### src/rtl/bip_pkg.sv
// bip_pkg: shared opcode, accumulator-select and FSM state encodings
package bip_pkg;
  typedef enum logic [4:0] {
    OP_HLT  = 5'b00000,
    OP_STO  = 5'b00001,
    OP_LD   = 5'b00010,
    OP_LDI  = 5'b00011,
    OP_ADD  = 5'b00100,
    OP_ADDI = 5'b00101,
    OP_SUB  = 5'b00110,
    OP_SUBI = 5'b00111,
    OP_JMP  = 5'b01000,
    OP_BEQZ = 5'b01001
  } opcode_e;
  localparam logic [1:0] SEL_A_RAM = 2'd0;
  localparam logic [1:0] SEL_A_IMM = 2'd1;
  localparam logic [1:0] SEL_A_ALU = 2'd2;
  typedef enum logic [1:0] {
    S_IDLE    = 2'd0,
    S_FETCH   = 2'd1,
    S_EXECUTE = 2'd2,
    S_HALTED  = 2'd3
  } state_e;
endpackage

### src/rtl/bip_opcode_decoder.sv
// bip_opcode_decoder: combinational opcode to datapath-control decode
module bip_opcode_decoder
  import bip_pkg::*;
#(
  parameter int NB_OPCODE     = 5,
  parameter int NB_SELECTOR_A = 2
) (
  input  logic [NB_OPCODE-1:0]     opcode,
  output logic [NB_SELECTOR_A-1:0] sel_a,
  output logic                     sel_b,
  output logic                     enb_acc,
  output logic                     operation,
  output logic                     wr_enb_ram,
  output logic                     rd_enb_ram,
  output logic                     jump,
  output logic                     branch,
  output logic                     halt,
  output logic                     illegal
);
  opcode_e op;
  assign op = opcode_e'(opcode);
  always_comb begin
    sel_a      = '0;
    sel_b      = 1'b0;
    enb_acc    = 1'b0;
    operation  = 1'b0;
    wr_enb_ram = 1'b0;
    rd_enb_ram = 1'b0;
    jump       = 1'b0;
    branch     = 1'b0;
    halt       = 1'b0;
    illegal    = 1'b0;
    case (op)
      OP_HLT:  halt = 1'b1;
      OP_STO:  wr_enb_ram = 1'b1;
      OP_LD: begin
        rd_enb_ram = 1'b1;
        sel_a      = NB_SELECTOR_A'(SEL_A_RAM);
        enb_acc    = 1'b1;
      end
      OP_LDI: begin
        sel_a   = NB_SELECTOR_A'(SEL_A_IMM);
        enb_acc = 1'b1;
      end
      OP_ADD, OP_SUB: begin
        rd_enb_ram = 1'b1;
        sel_a      = NB_SELECTOR_A'(SEL_A_ALU);
        enb_acc    = 1'b1;
        operation  = op == OP_SUB;
      end
      OP_ADDI, OP_SUBI: begin
        sel_a     = NB_SELECTOR_A'(SEL_A_ALU);
        sel_b     = 1'b1;
        enb_acc   = 1'b1;
        operation = op == OP_SUBI;
      end
      OP_JMP:  jump = 1'b1;
      OP_BEQZ: branch = 1'b1;
      default: illegal = 1'b1;
    endcase
  end
endmodule

### src/rtl/bip_sequencer.sv
// bip_sequencer: two-cycle fetch/execute control unit with program counter
module bip_sequencer
  import bip_pkg::*;
#(
  parameter int NB_INSTRUCTION = 16,
  parameter int NB_OPCODE      = 5,
  parameter int NB_ADDR        = 11,
  parameter int NB_SELECTOR_A  = 2
) (
  input  logic                      i_clock,
  input  logic                      i_reset,
  input  logic                      i_start,
  input  logic [NB_INSTRUCTION-1:0] i_instruction,
  input  logic                      i_acc_zero,
  output logic [NB_ADDR-1:0]        o_address,
  output logic [NB_ADDR-1:0]        o_operand,
  output logic [NB_SELECTOR_A-1:0]  o_sel_a,
  output logic                      o_sel_b,
  output logic                      o_enb_acc,
  output logic                      o_operation,
  output logic                      o_wr_enb_ram,
  output logic                      o_rd_enb_ram,
  output logic                      o_busy,
  output logic                      o_done,
  output logic                      o_illegal
);
  state_e state, next_state;
  logic [NB_ADDR-1:0] pc, next_pc, operand;
  logic [NB_SELECTOR_A-1:0] sel_a;
  logic sel_b, enb_acc, operation, wr_enb_ram, rd_enb_ram, jump, branch, halt, illegal, exec;
  assign operand = i_instruction[NB_ADDR-1:0];
  assign exec    = state == S_EXECUTE;
  bip_opcode_decoder #(.NB_OPCODE(NB_OPCODE), .NB_SELECTOR_A(NB_SELECTOR_A)) decoder (
    .opcode     (i_instruction[NB_INSTRUCTION-1 -: NB_OPCODE]),
    .sel_a      (sel_a),
    .sel_b      (sel_b),
    .enb_acc    (enb_acc),
    .operation  (operation),
    .wr_enb_ram (wr_enb_ram),
    .rd_enb_ram (rd_enb_ram),
    .jump       (jump),
    .branch     (branch),
    .halt       (halt),
    .illegal    (illegal)
  );
  always_ff @(posedge i_clock or posedge i_reset)
    if (i_reset) begin
      state <= S_IDLE;
      pc    <= '0;
    end else begin
      state <= next_state;
      pc    <= next_pc;
    end
  // PC increment wraps naturally at 2^NB_ADDR
  always_comb begin
    next_state = state;
    next_pc    = pc;
    case (state)
      S_IDLE: if (i_start) begin
        next_state = S_FETCH;
        next_pc    = '0;
      end
      S_FETCH: next_state = S_EXECUTE;
      S_EXECUTE: begin
        next_state = halt ? S_HALTED : S_FETCH;
        next_pc    = halt ? pc : (jump || (branch && i_acc_zero)) ? operand : pc + NB_ADDR'(1);
      end
      default: next_state = S_IDLE;
    endcase
  end
  assign o_address    = pc;
  assign o_operand    = exec ? operand : '0;
  assign o_sel_a      = exec ? sel_a : '0;
  assign o_sel_b      = exec && sel_b;
  assign o_enb_acc    = exec && enb_acc;
  assign o_operation  = exec && operation;
  assign o_wr_enb_ram = exec && wr_enb_ram;
  assign o_rd_enb_ram = exec && rd_enb_ram;
  assign o_busy       = state == S_FETCH || exec;
  assign o_done       = exec && halt;
  assign o_illegal    = exec && illegal;
endmodule

### config.mk
export PLATFORM = sky130hd
export DESIGN_NAME = bip_sequencer
export DESIGN_NICKNAME = d
export VERILOG_FILES = /design/src/rtl/bip_pkg.sv /design/src/rtl/bip_opcode_decoder.sv /design/src/rtl/bip_sequencer.sv
export SDC_FILE = /design/constraint.sdc
export NUM_CORES = 1
export LEC_CHECK = 0
export ABC_AREA = 0
export BUFFER_PORTS_ARGS = -buffer_cell sky130_fd_sc_hd__buf_2
export CAP_MARGIN = 40
export CORE_ASPECT_RATIO = 0.8
export CORE_MARGIN = 3
export CORE_UTILIZATION = 39
export DETAILED_ROUTE_END_ITERATION = 7
export PLACE_DENSITY_LB_ADDON = 0.05
export SLEW_MARGIN = 20
export SYNTH_ARGS = -nofsm -noshare
export SYNTH_HDL_FRONTEND = slang
export SYNTH_SLANG_ARGS = --single-unit
### constraint.sdc
create_clock -name i_clock -period 2.19 [get_ports i_clock]
set_clock_uncertainty 0.2 [all_clocks]
set_input_delay 0.3285 -clock i_clock [delete_from_list [all_inputs] [get_ports i_clock]]
set_output_delay 0.3285 -clock i_clock [all_outputs]
set_load 0.1 [all_outputs]
; After elaboration in Yosys (flattened, before gate mapping)
; Cells that the tools add are included.
[totals]
regBits = 13
elab_cells = 55
out_inout_bits = 32
[classes]
muxes = 19
reduce_logical = 20
addsub = 1
n_eq_ne = 13
[op_table]
columns = op, n
row1 = 2-to-1 mux 11 bit, 4
row2 = case mux 11 bit (2 select lines), 1
row3 = "== test 5 x 3 -> 1 bit, second input constant", 4
row4 = "adder 11 x 1 -> 11 bit, second input constant", 1
row5 = "== test 5 x 2 -> 1 bit, second input constant", 2
row6 = "== test 5 x 4 -> 1 bit, second input constant", 2
row7 = OR reduction 10 bit, 1
row8 = logical AND 1 bit, 8
row9 = 2-to-1 mux 1 bit, 8
row10 = 2-to-1 mux 2 bit, 3
row11 = case mux 2 bit (3 select lines), 1
row12 = OR reduction 6 bit, 1
row13 = "== test 5 x 1 -> 1 bit, second input constant", 1
row14 = logical NOT 5 bit, 1
row15 = "inequality test 2 bit, second input constant", 2
row16 = case mux 2 bit (2 select lines), 1
row17 = OR reduction 2 bit, 2
row18 = OR reduction 4 bit, 1
row19 = AND reduction 3 bit, 1
row20 = OR reduction 3 bit, 1
row21 = "== test 2 x 1 -> 1 bit, second input constant", 1
row22 = "== test 2 bit, second input constant", 1
row23 = logical NOT 2 bit, 1
row24 = logical OR 1 bit, 2
row25 = 2 further kinds, 2

; Logic depth before layout (Yosys ltp)
; Gate-level depths: netlist of run 1.
[logic_depth]
depth_word = 7
depth_mapped = 8

; Hierarchy
; A second synthesis of run 1 with hierarchy kept.
[unflattened]
hier_cells = 137
hier_area_um2 = 1108.6
[modules_own_cells]
columns = mod, n_inst, area_each_um2, cells_per_inst, seq_area_each_um2
row1 = bip_sequencer, 1, 996.0, 121, 325.3
row2 = bip_opcode_decoder, 1, 112.6, 16, 0.0

; Worst setup path before layout of run 1
; Ideal clock, no wire load.
[synth_path]
path_type = flip-flop to output port
from = register state[0]
to = output port o_wr_enb_ram
t_arrival_ps = 4051
path_stages_with_launch = 6
n_path_buf = 1
setup_slack_ps = -2389
cell_sequence = dfrtp_1 -> inv_1 -> ha_1 -> buf_2 -> nand2_1 -> nor4b_1
[synth_via]
elab_chain_cells = 2
[synth_lines]
columns = element, line
row1 = from (decl), bip_sequencer.sv:27  ; state_e state, next_state;
row2 = from (signal assigned), bip_sequencer.sv:51  ; state <= next_state;
row3 = == test 2 bit, bip_sequencer.sv:32  ; assign exec = state == S_EXECUTE;
row4 = logical AND 1 bit, bip_sequencer.sv:77  ; assign o_wr_enb_ram = exec && wr_enb_ram;
row5 = to (decl), bip_sequencer.sv:21  ; output logic o_wr_enb_ram,
; No other way between the ends.

; Worst setup path in the final report of run 1
[layout_path]
from = register state[0]
to = output port o_operation
[layout_via]
elab_chain_cells = 2
[layout_lines]
columns = element, line
row1 = == test 2 bit, bip_sequencer.sv:32
row2 = logical AND 1 bit, bip_sequencer.sv:76  ; assign o_operation = exec && operation;
row3 = to (decl), bip_sequencer.sv:20  ; output logic o_operation,
; No other way between the ends.

==> flow_summary.toml, run 1 <==
[route]
firstDrtPassIters = 4
routedWlPerCell_um = 15.89
routed-via-count = 1229
vias_per_cell = 5.561
final_antenna_net_count = 0
wl_mm = 3.511
drt_iter0_markers = 145
route.detailed.drc = 0

[global_route]
grt_pass1_wl_mm = 5.830
first_global_vias = 1231
globalRouteOverflowTotal = 0
grt_max_degree = 14
antenna_found_initial = 0
grtUsageTotal = 0.2225

[floorplanning]
die_h_um = 52.90
coreArea_mm2 = 0.002522
start_util = 0.4251
io-pin-count = 52
die_w_um = 64.63
dieArea_mm2 = 0.003419
rows = 16

[critical_path]
worstSetupEndpointType = "output port"
cp_max_fo = 7
path_class = "register to output port"
worst_ep_arrival_time_ps = 1620
crit_path_start_kind = "register"
worstPathRequired_ps = 1660

[synth]
ys.flop_type = "dfrtp_1"
synth.avg_cell_area_um2 = 8.578
synthesis.nets = 149
synthSimpleGateAreaFrac = 0.2730
synth-xor-area-share = 0
yosys.area.top_type = "dfrtp_1"
async_flop_share = 1.000
synth_area_mm2 = 0.001072
ys_ff_latch = 13
synth_top_family_by_area = "simple AND/OR/NAND/NOR gates"
synth.area.top_cells = "dfrtp_1 (30%), mux2i_1 (9.3%), and2_1 (7.6%)"
synth_compound_area_frac = 0.2147
ys_types = 35
synth_edf_count = 0
ys_warn_count = 0
syn_inst = 125
yosys.area_share.adder = 0.04667
synth.area.mux_share = 0.09335
yosysSeqAreaShare = 0.3034
yosysTopAreaCellShare = 0.3034

[layout]
fill_cells = 195
insertedDiodeCount = 0
multi_input_area_um2 = 770.7
drive_gt1_frac = 0.5027
regArea_um2 = 330.3
fin_util = 0.7336
final_nets = 210
layout.cells.non_filler = 221
area.growth.synth_to_final_pct = 72.58

[timing]
slew_viol_final = 0
worst_slack_ps = 45.21
fmax_mhz = 466.2
relSlewSlack = 0.6497
min_period_over_period = 0.9794
worst_pin_slew_ps = 524.8
rsz0062_at_grt = "true"
holdWs_ps = 126.5
hold_viol_final = 0
setup_viol = 0
fin_crit_ps = 2145

[placement]
io_buffers = 51
place_congestion = 0.8383
preCtsSetupSlack_ps = 147.9
dp.final_hpwl_mm = 2.728
dp_cells = 213

[clocking]
cts.sinks = 13
cts_tree = "built"
cts_root_buffer = "clkbuf_4"
cts_resized = 0
h-tree-depth = 1
path_clk_slew_ps = 90
insertion_delay_ps = 280
clockBufferDepth = 2
cts-buffers-inserted = 3

[pwr]
p_per_area_mw_per_mm2 = 1082
p_leak_nw = 0.8942
irDropWorstVdd_mv = 0.4890
p_total_mw = 2.003

[hold_path]
hp-class = "input port to register"

[status]
status = "completed"

[job]
cap_violations = 0
==> timing repair <==
action,in CTS,in global routing
cloned,0,0
endpoints found under the setup margin,3,3
hold buffers,1,0
endpoints found under the hold margin,13,0
buffers inserted,3,0
==> critical path, cell delays in order (launching register included) <==
cell and delay, ps:
dfrtp_1 420, inv_2 110, ha_4 220, and3_2 250, and2_4 170, buf_12 170
==> area by class of cell <==
type | count | area share
Inverter | 12 | 0.02434
Multi-Input combinational cell | 95 | 0.4165
Sequential cell | 13 | 0.1785
Timing Repair Buffer | 61 | 0.3421
Clock buffer | 4 | 0.01420
Tap cell | 36 | 0.02434
==> report_power, final <==
part | total [mW] | internal (mW) | switching, mW
registers | 0.338 | 0.286 | 0.0512
logic | 1.51 | 0.464 | 1.04
clock network | 0.158 | 0.0707 | 0.0868
==> placed cells by master (no fill, tap or decap), drive strengths merged, types with 4 or more instances in the layout <==
master   Yosys  final
buf          4     60
o21ai        8      8
nand3        4      4
nand2        5      5
dfrtp       13     13
nor2        10     10
nor3         8      8
and2        13     13
ha           4      4
mux2i       10     10
o2bb2ai      7      7
inv         12     12
clkbuf       1      4
==> synth_stat cells (all sizes together) (2+ instances only) <==
| library cell | number |
|---|---|
| a21boi | 2 |
| o2bb2ai | 7 |
| nor3 | 8 |
| dfrtp | 13 |
| buf | 4 |
| nand2 | 5 |
| nor2b | 2 |
| ha | 4 |
| o21ai | 8 |
| nor3b | 2 |
| inv | 12 |
| nor2 | 10 |
| o211ai | 3 |
| nand4 | 2 |
| o21a | 2 |
| mux2i | 10 |
| and2 | 13 |
| nand3 | 4 |
| o22ai | 3 |
==> kinds of logic after synthesis <==
group,count (synthesis)
multiplexers,10
buffers and inverters,17
AND/OR/NAND/NOR,52
AO/OA/AOI/OAI,29
flip-flops,13
adder cells (fa/ha/maj),4
==> through the flow <==
stage / TNS (ps) / instance area [um2]
floorplan: -552.1 / 1185
global placement: 0 / 1792
detailed placement: 0 / 1792
CTS: 0 / 1851
global route: -93.59 / 1851
finish: 0 / 1851
==> sequential cells by signal, summed over array words and instances, names as in the netlist <==
name / cells
state: 2
o_address: 11
==> path summary, 6_finish.rpt <==
kind | startpoint | end | slack, ps | depth (start not counted)
worst min register to register | o_address[2] | o_address[2] | 350 | 1
worst max-delay path | state[0] | o_operation | 50 | 5
min in group asynchronous | i_reset | state[1] | 420 | 3
max in group asynchronous | i_reset | o_address[3] | 1000 | 3
worst max register to register | state[0] | o_address[7] | 170 | 8
worst min-delay path | i_instruction[4] | o_address[4] | 130 | 3
==> routing by layer <==
| metal | up-vias | track usage | part of all wire |
|---|---|---|---|
| met5 | - | 0 | 0 |
| met4 | 0 | 0.05614 | 0.015 |
| met3 | 10 | 0.05520 | 0.063 |
| met2 | 52 | 0.3767 | 0.49 |
| met1 | 593 | 0.2857 | 0.43 |
| li1 | 574 | - | - |
No activity file was read; power rests on OpenSTA's default activity.
==> run 2, diff against run 1 <==
clock period = 2.1 ns   (was 2.19 ns; I/O delays follow)
==> run 2 against run 1 <==
Compared with the run above: die area is the same; combinational power increased by 9%; first-iteration DRC count shrank 62%; largest cell class unchanged.
==> flow_summary.toml, run 2 (synthesis gave the netlist of run 1 again) <==
[global_route]
globalRouteOverflowTotal = 0
grtUsageTotal = 0.2285
antenna_found_initial = 0
first_global_vias = 1310
grt_max_degree = 14
grt_pass1_wl_mm = 5.961

[timing]
tns_ps = 0
hold_viol_final = 0
rsz0062_at_grt = "true"
setup_viol = 0
fin_crit_ps = 2092
holdWs_ps = 113.0
min_period_over_period = 0.9963
relSlewSlack = 0.6577
slew_viol_final = 0
worst_slack_ps = 7.848
worst_pin_slew_ps = 512.9
fmax_mhz = 478.0

[route]
drt_iter0_markers = 55
routed-via-count = 1247
firstDrtPassIters = 4
route.detailed.drc = 0
vias_per_cell = 5.469
final_antenna_net_count = 0
routedWlPerCell_um = 15.68
wl_mm = 3.575

[clocking]
cts-buffers-inserted = 3
clockBufferDepth = 2
cts.sinks = 13
cts_root_buffer = "clkbuf_4"
path_clk_slew_ps = 90
insertion_delay_ps = 280
h-tree-depth = 1
cts_tree = "built"

[layout]
fin_util = 0.7644
final_cell_mix = "buf_2 (30), buf_12 (20), buf_4 (15)"
final_common_cell = "buf_2"
fin_area_mm2 = 0.001928
final_nets = 217
drive_gt1_frac = 0.5521
largest_reg_flops = 11
area.growth.synth_to_final_pct = 79.81
insertedDiodeCount = 0

[hold_path]
min_path_cells = 3
hp-class = "input port to register"
hp-start = "i_instruction[2]"

[critical_path]
worstPathRequired_ps = 1580
cpMostUsedCell = "buf_4"
worst_ep_arrival_time_ps = 1580
cp-startpoint = "state[1]"
crit_chain = "ha_4, buf_4, buf_4, and2_2, buf_12"
path_class = "register to output port"
crit_path_start_kind = "register"
crit_path_max_incr_delay_ps = 450
cp_max_fo = 7
worstSetupEndpointType = "output port"
r2r_start = "state[0]"
reg2reg_depth = 7
cpMaxStageDelayCell = "dfrtp_1"

[floorplanning]
coreArea_mm2 = 0.002522
dieArea_mm2 = 0.003419
die_w_um = 64.63
start_util = 0.4251
die_h_um = 52.90
io-pin-count = 52
rows = 16

[status]
status = "completed"

[placement]
preCtsSetupSlack_ps = 115.6
io_buffers = 51
placed_area_mm2 = 0.001819
place_congestion = 0.7883
dp.final_hpwl_mm = 2.721

[job]
cap_violations = 0

[pwr]
irDropWorstVdd_mv = 0.6440
p_per_area_mw_per_mm2 = 1119
p_leak_nw = 0.9214
==> run 2: power breakdown <==
| part | switching (mW) | leakage, nW | internal, mW |
|---|---|---|---|
| combinational | 1.11 | 0.742 | 0.526 |
| clock | 0.0926 | 0.0150 | 0.0738 |
| sequential | 0.0522 | 0.164 | 0.299 |
==> run 2: repair_timing <==
action	in CTS	in global routing
endpoints found under the hold margin	13	0
cloned	0	0
endpoints found under the setup margin	11	11
gates resized for setup	1	4
hold buffers	1	0
pin swaps	2	1
setup buffers	6	1
==> run 2: final timing paths <==
kind / endpoint / slack [ps]
setup / recovery: o_operand[9] / 8
hold / removal: o_address[2] / 110
min in group asynchronous: state[1] / 400
setup reg to reg: o_address[9] / 110
max in group asynchronous: o_address[6] / 930
hold reg to reg: o_address[10] / 350
==> run 2: layout make-up <==
cell class                 instances  area, um2
sequential                        13      335.3
inverter                          12      45.04
tap                               36      45.04
clock buffer                       4      26.28
multi-input combinational         95      784.5
timing repair buffer              68      691.9
fill                             186      594.3
==> run 2: per-layer routing <==
metal  up-vias  track usage  routed length, um  share of wire
met5         -            0                  0              0
met4         0      0.06316                  0              0
met3         0      0.06794                200          0.056
met2        40       0.3921               1802           0.50
met1       615       0.2807               1571           0.44
li1        592            -                  -              -
==> run 2: stage by stage <==
| stage | power (mW) | instances |
|---|---|---|
| floorplan | 1.480 | 125 |
| global placement | 1.867 | 216 |
| detailed placement | 1.892 | 216 |
| CTS | 2.110 | 227 |
| global route | 2.251 | 228 |
| finish | 2.157 | 228 |
==> run 2: critical path, delay by kind of cell, from the launching register on <==
kind	cells	cell delay (ps)
adders and majority gates	1	230
buffers and inverters	3	430
DFF	1	450
and+or+nand+nor	1	180
==> run 3, diff against run 2 <==
GPL_TIMING_DRIVEN = 0   (was default)
SYNTH_HIERARCHICAL = 1   (was default)
==> run 3 against run 2 <==
Compared with the run above: area after synthesis increased by 3.4%; synthesized cell count increased by 9.6%; die area increased by 3.0%; clock power about the same; sequential power decreased by 1%; critical endpoint is now o_done.
==> flow_summary.toml, run 3 <==
[status]
status = "completed"

[placement]
dp.final_hpwl_mm = 2.427
io_buffers = 51
dp_cells = 224
place_congestion = 0.8261

[synth]
synthesis.nets = 161
yosys.area.top_type = "dfrtp_1"
async_flop_share = 1.000
synth_most_common_cell = "and2_1"
yosysTopAreaCellShare = 0.2935
ys_types = 37
synth_edf_count = 0
yosysSeqAreaShare = 0.2935
synth.avg_cell_area_um2 = 8.092
synth.area.top_cells = "dfrtp_1 (29%), and2_1 (12%), o2bb2ai_1 (6.3%)"
synthTopCellsByCount = "and2_1 (21), dfrtp_1 (13), o21ai_1 (11)"
ys.flop_type = "dfrtp_1"
ys_ff_latch = 13
syn_inst = 137
ys_warn_count = 6
synth_area_mm2 = 0.001109

[global_route]
antenna_found_initial = 0
grtUsageTotal = 0.1986
grt_pass1_wl_mm = 5.340
first_global_vias = 1203
globalRouteOverflowTotal = 0
grt_max_degree = 14

[job]
cap_violations = 0

[timing]
hold_viol_final = 0
fin_crit_ps = 2039
holdWs_ps = 97.51
min_period_over_period = 0.9711
worst_pin_slew_ps = 551.9
slew_viol_final = 0
tns_ps = 0
fmax_mhz = 490.4
rsz0062_at_grt = "false"
relSlewSlack = 0.6316
setup_viol = 0

[pwr]
irDropWorstVdd_mv = 0.7003
p_total_mw = 2.048
p_leak_nw = 0.7846
p_per_area_mw_per_mm2 = 1168

[route]
drt_iter0_markers = 55
wl_mm = 3.423
vias_per_cell = 5.330
firstDrtPassIters = 4
routedWlPerCell_um = 14.88
final_antenna_net_count = 0
routed-via-count = 1226
route.detailed.drc = 0

[layout]
final_cell_mix = "buf_2 (33), and2_2 (19), o21ai_1 (11)"
final_nets = 219
layout.cells.non_filler = 230
largest_reg_flops = 11
multi_input_area_um2 = 774.5
fill_cells = 230
area.growth.synth_to_final_pct = 58.13
final_common_cell = "buf_2"
drive_gt1_frac = 0.4845
regArea_um2 = 330.3
insertedDiodeCount = 0

[critical_path]
worstPathRequired_ps = 1580
reg2reg_depth = 7
r2r_start = "state[1]"
path_class = "input port to output port"
cp_max_fo = 4
r2r-end = "o_address[10]"
worstSetupEndpointType = "output port"
crit_path_start_kind = "input port"
rrSetupSlack_ps = 140
worst_ep_arrival_time_ps = 1520

[clocking]
cts_root_buffer = "clkbuf_4"
cts-buffers-inserted = 3
path_clk_slew_ps = 90
cts.sinks = 13
clockBufferDepth = 2
h-tree-depth = 1
cts_tree = "built"
insertion_delay_ps = 290

[hold_path]
whs_endpoint = "o_address[6]"
min_path_cells = 3
hp-start = "i_instruction[6]"
hp-class = "input port to register"

[floorplanning]
die_h_um = 53.69
start_util = 0.4293
coreArea_mm2 = 0.002582
io-pin-count = 52
dieArea_mm2 = 0.003522
rows = 16
die_w_um = 65.61
-- run 3: cell types whose count changed after synthesis, moves of 3 or more --
| cell | previous run | this run |
|---|---|---|
| a21oi_1 | 0 | 8 |
| a22oi_1 | 0 | 3 |
| and2_1 | 13 | 21 |
| inv_1 | 12 | 7 |
| mux2i_1 | 10 | 1 |
| nand3_1 | 4 | 1 |
| nor4_1 | 1 | 5 |
| o21ai_0 | 7 | 1 |
| o21ai_1 | 0 | 11 |
| or3_1 | 0 | 3 |
-- run 3: metrics by stage --
step	utilization	area, um2	setup WS (ps)
floorplan	-	1160	-31.97
global placement	0.5654	1460	-67.43
detailed placement	0.5654	1460	-86.46
CTS	0.6308	1629	8.315
global route	0.6788	1753	8.070
finish	0.6788	1753	60.76
-- run 3: report_power, final --
group	total [mW]	switching, mW	internal (mW)
sequential	0.347	0.0508	0.296
combinational	1.53	1.07	0.462
clock	0.168	0.0944	0.0739
-- run 3: logic make-up (layout without fill, tap and decap cells) --
| family | count (synthesis) | count (layout) | synth area share |
|---|---|---|---|
| DFF | 13 | 13 | 0.2935 |
| AOI/OAI and AO/OA | 37 | 37 | 0.2167 |
| and+or+nand+nor | 69 | 69 | 0.3826 |
| buffers and inverters | 13 | 70 | 0.05305 |
| adders and majority gates | 4 | 4 | 0.04515 |
| muxes | 1 | 1 | 0.009030 |
-- run 3: layer usage --
metal  vias up  part of all wire  track usage
met5         -                 0            0
met4         0            0.0026      0.05862
met2        34              0.48       0.3378
met1       571              0.47       0.2579
met3         2             0.048      0.03967
li1        619                 -            -
-- run 3: worst max path at each step --
stage                      start           end  slack (ps)  cells after the start
6_report       i_instruction[11]        o_done          60                      6
5_1_grt                 state[0]  o_operand[1]           8                      5
4_1_cts                 state[0]  o_operand[3]           8                      5
3_5_place_dp   i_instruction[11]        o_done         -90                      6
3_3_place_gp   i_instruction[11]        o_done         -70                      6
2_1_floorplan           state[0]  o_address[6]         -30                      7
-- run 3: worst max-delay path, stage by stage --
cell,delay [ps]
buf_2,120
or3_1,400
nor3_2,250
nand2_4,90
clkinvlp_4,110
buf_6,230
-- run 3: area by class of cell --
cell class                      count  share of cell area
Buffer                              6             0.02284
Clock buffer                        4             0.01499
Inverter                            7             0.01713
Multi-Input combinational cell    111              0.4418
Sequential cell                    13              0.1884
Tap cell                           36             0.02570
Timing Repair Buffer               53              0.2891
-- run 3: what timing repair did --
action / in CTS / in global routing
gates resized for setup: 44 / 28
buffers inserted: 0 / 1
hold buffers: 1 / 0
hold endpoints to repair: 13 / 0
endpoints found under the setup margin: 20 / 28
